## src/rtl/dual_ram_fifo_ctrl_pkg.sv

```systemverilog
// rtl/dual_ram_fifo_ctrl_pkg.sv - shared sizing and pointer-compare helpers for the RAM FIFO controller
package dual_ram_fifo_ctrl_pkg;

    localparam int DEF_ADDR_SIZE = 4;
    localparam int DEF_DEPTH     = 2 ** DEF_ADDR_SIZE;
    localparam int DEF_PTR_W     = DEF_ADDR_SIZE + 1;

    // Both helpers take wr_ptr ^ rd_ptr, zero-extended to 32 bits.
    function automatic logic ptrs_empty(input logic [31:0] ptr_xor);
        return ptr_xor == 32'd0;
    endfunction

    // Full means only the wrap bit differs.
    function automatic logic ptrs_full(input logic [31:0] ptr_xor, input int addr_size);
        return ptr_xor == (32'd1 << addr_size);
    endfunction

endpackage

```

## src/rtl/dual_ram_fifo_ctrl_ptr.sv

```systemverilog
// rtl/dual_ram_fifo_ctrl_ptr.sv - wrapping FIFO pointer with increment enable
module fifo_ptr
    import dual_ram_fifo_ctrl_pkg::*;
#(
    parameter int W = DEF_PTR_W
) (
    input  logic         clk,
    input  logic         reset,
    input  logic         inc,
    output logic [W-1:0] ptr
);

    always_ff @(posedge clk or posedge reset) begin
        if (reset) begin
            ptr <= '0;
        end else if (inc) begin
            ptr <= ptr + W'(1);
        end
    end

endmodule

```

## src/rtl/dual_ram_fifo_ctrl.sv

```systemverilog
// rtl/dual_ram_fifo_ctrl.sv - drives a registered-read simple dual-port RAM as a synchronous FIFO
module dual_ram_fifo_ctrl
    import dual_ram_fifo_ctrl_pkg::*;
#(
    parameter int RAM_WIDTH   = 8,
    parameter int ADDR_SIZE   = DEF_ADDR_SIZE,
    parameter int AFULL_LEVEL = DEF_DEPTH - 4
) (
    input  logic                 clk,
    input  logic                 reset,
    input  logic                 push,
    input  logic [RAM_WIDTH-1:0] push_data,
    input  logic                 pop,
    output logic [RAM_WIDTH-1:0] pop_data,
    output logic                 pop_valid,
    output logic                 full,
    output logic                 empty,
    output logic                 almost_full,
    output logic [ADDR_SIZE:0]   count,
    output logic                 overflow,
    output logic                 underflow,
    input  logic                 err_clr,
    output logic                 ram_write,
    output logic [ADDR_SIZE-1:0] ram_wr_addr,
    output logic [RAM_WIDTH-1:0] ram_data_in,
    output logic                 ram_read,
    output logic [ADDR_SIZE-1:0] ram_rd_addr,
    input  logic [RAM_WIDTH-1:0] ram_data_out
);

    localparam int PTR_W = ADDR_SIZE + 1;

    logic [PTR_W-1:0] wr_ptr;
    logic [PTR_W-1:0] rd_ptr;
    logic             push_ok;
    logic             pop_ok;

    fifo_ptr #(.W(PTR_W)) u_wr_ptr (.clk(clk), .reset(reset), .inc(push_ok), .ptr(wr_ptr));
    fifo_ptr #(.W(PTR_W)) u_rd_ptr (.clk(clk), .reset(reset), .inc(pop_ok),  .ptr(rd_ptr));

    assign empty       = ptrs_empty(32'(wr_ptr ^ rd_ptr));
    assign full        = ptrs_full(32'(wr_ptr ^ rd_ptr), ADDR_SIZE);
    assign count       = wr_ptr - rd_ptr;
    assign almost_full = count >= PTR_W'(AFULL_LEVEL);

    // Blocking on full/empty also guarantees read and write never hit the same slot.
    assign push_ok = push & ~full;
    assign pop_ok  = pop & ~empty;

    assign ram_write   = push_ok;
    assign ram_wr_addr = wr_ptr[ADDR_SIZE-1:0];
    assign ram_data_in = push_data;
    assign ram_read    = pop_ok;
    assign ram_rd_addr = rd_ptr[ADDR_SIZE-1:0];
    assign pop_data    = ram_data_out;

    always_ff @(posedge clk or posedge reset) begin
        if (reset) begin
            pop_valid <= 1'b0;
            overflow  <= 1'b0;
            underflow <= 1'b0;
        end else begin
            pop_valid <= pop_ok;
            overflow  <= (overflow | (push & full)) & ~err_clr;
            underflow <= (underflow | (pop & empty)) & ~err_clr;
        end
    end

endmodule

```

## config.mk

```make
export PLATFORM = sky130hd
export DESIGN_NAME = dual_ram_fifo_ctrl
export DESIGN_NICKNAME = d
export VERILOG_FILES = /design/src/rtl/dual_ram_fifo_ctrl_pkg.sv /design/src/rtl/dual_ram_fifo_ctrl_ptr.sv /design/src/rtl/dual_ram_fifo_ctrl.sv
export SDC_FILE = /design/constraint.sdc
export NUM_CORES = 1
export LEC_CHECK = 0
export CAP_MARGIN = 20
export CORE_ASPECT_RATIO = 2
export CORE_MARGIN = 4
export CORE_UTILIZATION = 30
export CTS_BUF_LIST = sky130_fd_sc_hd__clkbuf_4
export DETAILED_ROUTE_END_ITERATION = 7
export PLACE_DENSITY_LB_ADDON = 0.15
export SYNTH_ARGS = -nofsm -noshare
export SYNTH_HDL_FRONTEND = slang
export SYNTH_SLANG_ARGS = --single-unit
```

## constraint.sdc

```tcl
create_clock -name clk -period 2.2 [get_ports clk]
set_input_delay 0.44 -clock clk [delete_from_list [all_inputs] [get_ports clk]]
set_output_delay 0.44 -clock clk [all_outputs]
set_load 0.005 [all_outputs]
```

==> impl_summary.txt, run 1 <==
----------------------------------------------------
[Setup path]
  CP Launch Type ... flip-flop
  Worst path slowest cell ... sky130_fd_sc_hd__dfrtp_2
  Slowest stage delay, CP ... about 0.44 ns
  Required time worst endpoint ... between 1.5 and 2 ns
  Launching point of the worst reg2reg path ... u_rd_ptr.ptr[1]
  Kind of capture point of the worst setup path ... output pin
  Critical-path cell list ... buf_4 -> fa_2 -> nand2b_4 -> a21oi_4 -> xnor2_2 -> a311o_1 -> buf_2
  Class of the most critical setup path ... flip-flop to output pin
  Count of cells along the worst register-to-register path ... 9
  Worst reg2reg setup slack ... between 0.3 and 0.4 ns
  Maximum fanout encountered on the critical timing path ... 2
  Worst path arrival time ... around 2.0 ns
  Worst R2R End ... u_wr_ptr.ptr[4]

[Final layout]
  Post-layout net count ... between 150 and 200
  Fraction of layout cells with a size suffix above 1 ... 43.9%
  Commonest non-fill, non-tap cells in the layout ... 26 x sky130_fd_sc_hd__buf_4, 17 x sky130_fd_sc_hd__clkdlybuf4s50_1, 12 x sky130_fd_sc_hd__dfrtp_1
  Relative area change from synthesis to final layout ... 42.2%
  Antenna Cells ... 0
  Most common cell after layout, fill and taps aside ... sky130_fd_sc_hd__buf_4
  Number of inserted filler cells in the final layout ... between 300 and 400
  Util after Layout ... between 40% and 50%

[Placement]
  Routability cong. ... roughly 0.78
  Number of buffer cells added on primary ports ... 25
  Detail Placement HPWL ... between 1.5 and 2 mm

[Clocking]
  Count of clock tree sinks ... 13
  CTS clk-pin slew, worst paths ... roughly 0.080 ns
  Longest Clk Path Bufs ... 2
  Hold_buf cts ... 0
  Clock tree from TritonCTS ... built
  Clk_lat worst skew ... roughly 0.27 ns
  Clock Root Buffer ... sky130_fd_sc_hd__clkbuf_4
  Total clock buffers created by CTS ... 3
  H-tree depth reported by CTS ... 1

[Die]
  DIE WIDTH ... between 40 and 50 um
  Full die area ... between 4000 and 5000 sq um
  Number of primary I/O pins ... between 50 and 60
  Effective utilization at floorplan ... about 31%
  Area of the core ... between 3000 and 4000 sq um
  Vertical extent of the die ... 88.8 um
  Cell Rows ... 29

[STA]
  Max-slew violation total from the final report ... 0
  FMAX ... around 400 MHz
  Final Hold Violating Endpoints ... 0
  Post-layout min period ... ~2.4 ns
  Worst Setup Slack, final ... -0.243 ns
  Final worst path period share ... 111%
  Worst relative slew slack ... roughly two thirds
  Worst slew pin tran ... roughly 0.52 ns
  Setup repair after global routing missed its margin ... yes
  Post-Route Skew ... 0.00730 ns
  Smallest hold slack ... approximately 0.49 ns
  Count of endpoints failing setup in the final report ... 3

[Drt]
  Residual antenna-violating net count after detailed routing ... 0
  Vias after detailed routing ... 751
  Total iterations of the first detailed-routing run ... 3
  Remaining design rule violation count ... 0
  Post-DR wirelength/cell ... about 14 um
  Overall routed net length ... between 2 and 2.5 mm
  Drt first-iter violations ... 10
  Via count normalized by instance count ... ~4.6

[Power]
  Ratio of total power to cell area ... ~2000 nW/um^2
  Static leakage ... 0.658 nW
  Maximum vdd drop ... between 0.0006 and 0.0007 V
  Total chip power ... between 0.002 and 0.003 W

[Min path]
  Tightest Hold Check Type ... input pin to async pin

[Logic synthesis]
  Synthesized instance count ... 101
  Synthesized Nets ... around 130
  Synthesis Warnings ... 0
  Synth Area per Inst ... 9.69 sq um
  Count of cell types in the netlist ... 27
  Post-synthesis sequential element count ... 13
  Mapped Area ... between 900 and 1000 sq um
  Seq/Total Area, Yosys ... about a third

[Outcome]
  Status ... complete, but fails checks
  Violations in the final reports ... setup timing

[Global routing]
  Antenna violations before repair ... 0
  Global-route wire length before repair ... ~3.5 mm
  Tot GR Track Use ... between 10% and 20%
  Overflow after GRT ... 0
  Pin count of the biggest net entering global routing ... 14
  Vias in the first global route ... between 800 and 900

[Flow run]
  Max-cap violations ... 0

----------------------------------------------------
per-stage QoR:
step                      setup TNS, ns  std cells  worst slack, ns  cell area [sq um]
final                            -0.504        163           -0.243               1390
after global routing             -0.745        163           -0.299               1390
after CTS                        -0.635        163           -0.303               1380
after detailed placement         -0.924        154           -0.301               1250
after global placement           -0.818        154           -0.275               1250
after floorplan                       0        101           0.0567                981
routing by layer:
layer / up-vias / routed length, um / part of all wire [%] / global-route usage [%]
met5: - / 0 / 0 / 0
met4: 0 / 101 / 4.4 / 9.82
met3: 8 / 108 / 4.7 / 1.35
met2: 22 / 1340 / 59 / 21.8
met1: 358 / 736 / 32 / 8.84
li1: 363 / - / - / -
Yosys cell counts, drive strengths merged:
cell type | number | area share (%)
a211oi | 1 | 0.77
a21o | 1 | 0.77
a21oi | 4 | 2.0
a311o | 1 | 1.0
and2b | 1 | 1.0
buf | 25 | 19
dfrtp | 13 | 33
fa | 1 | 2.0
ha | 6 | 7.7
inv | 11 | 4.2
mux2 | 2 | 2.7
nand2 | 3 | 1.2
nand2b | 2 | 2.0
nand3 | 1 | 0.51
nand4 | 2 | 1.9
nor2 | 8 | 3.3
nor3 | 3 | 1.5
nor4 | 1 | 1.3
o21ai | 1 | 0.51
xnor2 | 9 | 8.1
xor2 | 5 | 5.2
state kept, by name, indices dropped and copies added, names as in the netlist:
signal and count:
underflow 1, overflow 1, u_wr_ptr.ptr 5, u_rd_ptr.ptr 5, pop_valid 1
where the power goes:
group | total, W | switching (W) | internal (W)
sequential | 0.000449 | 0.000101 | 0.000348
combinational | 0.00217 | 0.000891 | 0.00128
clock | 0.000159 | 0.0000770 | 0.0000825
total | 0.00278 | 0.00107 | 0.00171
repair_timing:
| action | 4_1_cts | 5_1_grt |
|---|---|---|
| gates resized for setup | 33 | 8 |
| pin swaps | 7 | 7 |
| setup buffers | 5 | 1 |
| endpoints found under the setup margin | 9 | 7 |
cell families (layout without fill, tap and decap cells):
| family | Yosys count | count (layout) | synth area share [%] |
|---|---|---|---|
| mux | 2 | 2 | 2.68 |
| xor+xnor | 14 | 14 | 13.3 |
| flops | 13 | 13 | 33.2 |
| simple gates | 21 | 21 | 12.8 |
| compound gates | 8 | 8 | 5.12 |
| fa+ha+maj | 7 | 7 | 9.72 |
| buf+inv | 36 | 67 | 23.1 |
layout make-up:
type / count / area (sq um) / area share [%]
Inverter: 11 / 41.3 / 2.97
Clock buffer: 4 / 30.0 / 2.16
Timing Repair Buffer: 52 / 434 / 31.2
Sequential cell: 13 / 327 / 23.5
Multi-Input combinational cell: 52 / 520 / 37.4
Tap cell: 31 / 38.8 / 2.79
worst max-delay path: cells and delay by family, from the launching register on:
kind / cells / cell delay, ns
buf+inv: 2 / 0.29
flops: 1 / 0.44
fa+ha+maj: 1 / 0.36
simple gates: 1 / 0.16
compound gates: 2 / 0.40
xor+xnor: 1 / 0.08
worst max path at each step:
stage / from / to / slack, ns / cells after the start
after floorplan: u_wr_ptr.ptr[0] / almost_full / 0.06 / 7
after global placement: u_rd_ptr.ptr[1] / almost_full / -0.27 / 6
after detailed placement: u_wr_ptr.ptr[0] / almost_full / -0.30 / 8
after CTS: u_wr_ptr.ptr[0] / almost_full / -0.30 / 8
after global routing: u_wr_ptr.ptr[0] / almost_full / -0.30 / 8
final: u_rd_ptr.ptr[1] / almost_full / -0.24 / 7
(Power assumes the default switching activity.)
==> run 2, diff against run 1 <==
- SKIP_CTS_REPAIR_TIMING: not set -> 1
==> run 2 against run 1 <==
Against the previous run:
- the run still ends with setup timing left
- total power is 6.1% lower
- wire length down 6.7%
- critical path depth unchanged
- clock power barely moved
- setup slack lost 0.023 ns
- global-route usage down 0.94 points
- clock skew is 0.0019 ns lower
- critical path type unchanged
- largest cell class unchanged
==> impl_summary.txt, run 2 (synthesized netlist as in run 1, its figures left out) <==
----------------------------------------------------
[Setup path]
  CP Launch Type ... flip-flop
  Worst path arrival time ... 2.03 ns (+0.03 ns)
  Class of the most critical setup path ... flip-flop to output pin
  Count of cells along the worst register-to-register path ... 9 (unchanged)
  Maximum fanout encountered on the critical timing path ... 3 (+1)
  Critical-path cell list ... buf_4 -> fa_2 -> nand2b_1 -> a21oi_2 -> xnor2_1 -> a311o_1 -> dlymetal6s2s_1
  Required time worst endpoint ... 1.76 ns (about the same)
  Setup crit start ... u_rd_ptr.ptr[1]
  Launching point of the worst reg2reg path ... u_rd_ptr.ptr[1]
  Kind of capture point of the worst setup path ... output pin
  Worst path slowest cell ... sky130_fd_sc_hd__dfrtp_2
  Slowest stage delay, CP ... 0.44 ns (about the same)

[Final layout]
  Commonest non-fill, non-tap cells in the layout ... 23 x sky130_fd_sc_hd__buf_4, 17 x sky130_fd_sc_hd__clkdlybuf4s50_1, 12 x sky130_fd_sc_hd__dfrtp_1
  Post-layout net count ... 158 (-1.9%)
  Util after Layout ... 42.9% (-1.2 points)
  Antenna Cells ... 0 (unchanged)
  Fraction of layout cells with a size suffix above 1 ... 36.4% (-7.5 points)
  Top Registers ... u_rd_ptr.ptr: 5 flops, u_wr_ptr.ptr: 5 flops
  Relative area change from synthesis to final layout ... 38.4%
  Number of inserted filler cells in the final layout ... 319 (-0.31%)
  Most common cell after layout, fill and taps aside ... sky130_fd_sc_hd__buf_4

[Clocking]
  Longest Clk Path Bufs ... 2 (unchanged)
  CTS clk-pin slew, worst paths ... 0.08 ns (about the same)
  Clock tree from TritonCTS ... built
  Count of clock tree sinks ... 13 (unchanged)
  Clock Root Buffer ... sky130_fd_sc_hd__clkbuf_4
  Total clock buffers created by CTS ... 3 (unchanged)
  H-tree depth reported by CTS ... 1 (unchanged)
  Clk_lat worst skew ... 0.27 ns (about the same)

[Power]
  Sw power ... 0.000968 W (-9.4%)
  Ratio of total power to cell area ... 1930 nW/um^2 (-3.5%)
  Static leakage ... 0.689 nW (+4.7%)
  Internal cell power ... 0.00164 W (-4.1%)
  Share of power burned in combinational logic ... 77.0% (-1.1 points)
  Maximum vdd drop ... 0.000735 V (+16%)
  Part of the power in registers ... 16.9% (+0.8 points)
  Switching portion of total power ... 37.1% (-1.3 points)
  Part of the total power dissipated in the clock network ... 6.1% (+0.4 points)
  Total chip power ... 0.00261 W (-6.1%)

[Die]
  Area of the core ... 3160 sq um (unchanged)
  Full die area ... 4290 sq um (unchanged)
  DIE WIDTH ... 48.4 um (unchanged)
  Cell Rows ... 29 (unchanged)
  Number of primary I/O pins ... 58 (unchanged)
  Vertical extent of the die ... 88.8 um (unchanged)
  Effective utilization at floorplan ... 31.0% (unchanged)

[STA]
  Worst relative slew slack ... 64.8% (-0.25 points)
  Final worst path period share ... 112% (+1.1 points)
  Setup total negative slack ... -0.485 ns (+0.0194 ns)
  Worst Setup Slack, final ... -0.267 ns (-0.0232 ns)
  Final Hold Violating Endpoints ... 0 (unchanged)
  Count of endpoints failing setup in the final report ... 4 (+1)
  FMAX ... 405 MHz (-0.94%)
  Post-Route Skew ... 0.00543 ns (-0.00188 ns)
  Setup repair after global routing missed its margin ... yes
  Worst slew pin tran ... 0.528 ns (+0.00369 ns)
  Max-slew violation total from the final report ... 0 (unchanged)
  Post-layout min period ... 2.47 ns (+0.0232 ns)

[Outcome]
  Violations in the final reports ... setup timing
  Status ... complete, but fails checks

[Drt]
  Via count normalized by instance count ... 4.53 (-1.7%)
  Overall routed net length ... 2.13 mm (-6.7%)
  Remaining design rule violation count ... 0 (unchanged)
  Vias after detailed routing ... 725 (-3.5%)
  Drt first-iter violations ... 7 (-3)
  Residual antenna-violating net count after detailed routing ... 0 (unchanged)
  Total iterations of the first detailed-routing run ... 2 (-1)
  Post-DR wirelength/cell ... 13.3 um (-4.9%)

[Global routing]
  Tot GR Track Use ... 10.0% (-0.94 points)
  Overflow after GRT ... 0 (unchanged)
  Pin count of the biggest net entering global routing ... 14 (unchanged)
  Antenna violations before repair ... 0 (unchanged)
  Global-route wire length before repair ... 3.26 mm (-7.1%)
  Vias in the first global route ... 767 (-5.7%)

[Placement]
  Routability cong. ... 0.777 (unchanged)
  Worst-case setup slack after placement ... -0.301 ns (unchanged)
  Number of buffer cells added on primary ports ... 25 (unchanged)
  Detail Placement HPWL ... 1.76 mm (unchanged)

[Min path]
  Tightest Hold Check Type ... input pin to async pin

[Flow run]
  Max-cap violations ... 0 (unchanged)

----------------------------------------------------
-- run 2: area by class of cell --
cell class                      count  area (sq um)  share of cell area [%]
Inverter                           11          41.3                    3.05
Clock buffer                        4          30.0                    2.22
Sequential cell                    13           327                    24.1
Tap cell                           31          38.8                    2.87
Timing Repair Buffer               49           439                    32.4
Multi-Input combinational cell     52           478                    35.3
-- run 2: per-layer routing --
| layer | track usage (%) | share of wire, % |
|---|---|---|
| met4 | 6.80 | 4.4 |
| met2 | 20.2 | 57 |
| met5 | 0 | 0 |
| met3 | 1.18 | 4.1 |
| met1 | 8.74 | 34 |
-- run 2: path summary, 6_finish.rpt --
kind / slack (ns) / to
max: -0.27 / almost_full
min: 0.50 / u_rd_ptr.ptr[4]
max reg2reg: 0.31 / u_wr_ptr.ptr[1]
min reg2reg: 0.51 / underflow
max in group asynchronous: 1.33 / u_rd_ptr.ptr[1]
min in group clk: 0.51 / underflow
-- run 2: critical path: cells and delay by family, from the launching register on --
family / cells / cell delay (ns)
simple gates: 1 / 0.16
fa+ha+maj: 1 / 0.35
compound gates: 2 / 0.41
flops: 1 / 0.44
buf+inv: 2 / 0.29
xor+xnor: 1 / 0.09
-- run 2: power by group through the flow --
stage | combinational, W | sequential [W] | clock, W
final | 0.00201 | 0.000442 | 0.000159
after global placement | 0.00193 | 0.000437 | 0
after detailed placement | 0.00194 | 0.000440 | 0
after global routing | 0.00220 | 0.000456 | 0.000180
after floorplan | 0.000985 | 0.000452 | 0
after CTS | 0.00195 | 0.000436 | 0.000168
-- run 2: through the flow --
| stage | cell area [sq um] | hold WS, ns | cells |
|---|---|---|---|
| after floorplan | 981 | 0.317 | 101 |
| after global placement | 1250 | 0.491 | 154 |
| after detailed placement | 1250 | 0.495 | 154 |
| after CTS | 1280 | 0.519 | 158 |
| after global routing | 1350 | 0.532 | 160 |
| final | 1350 | 0.495 | 160 |
==> run 3, diff against run 2 <==
- SKIP_LAST_GASP: not set -> 1
==> results of run 3 <==
Same layout as run 2: the final DEF is identical, and so are final timing and power.
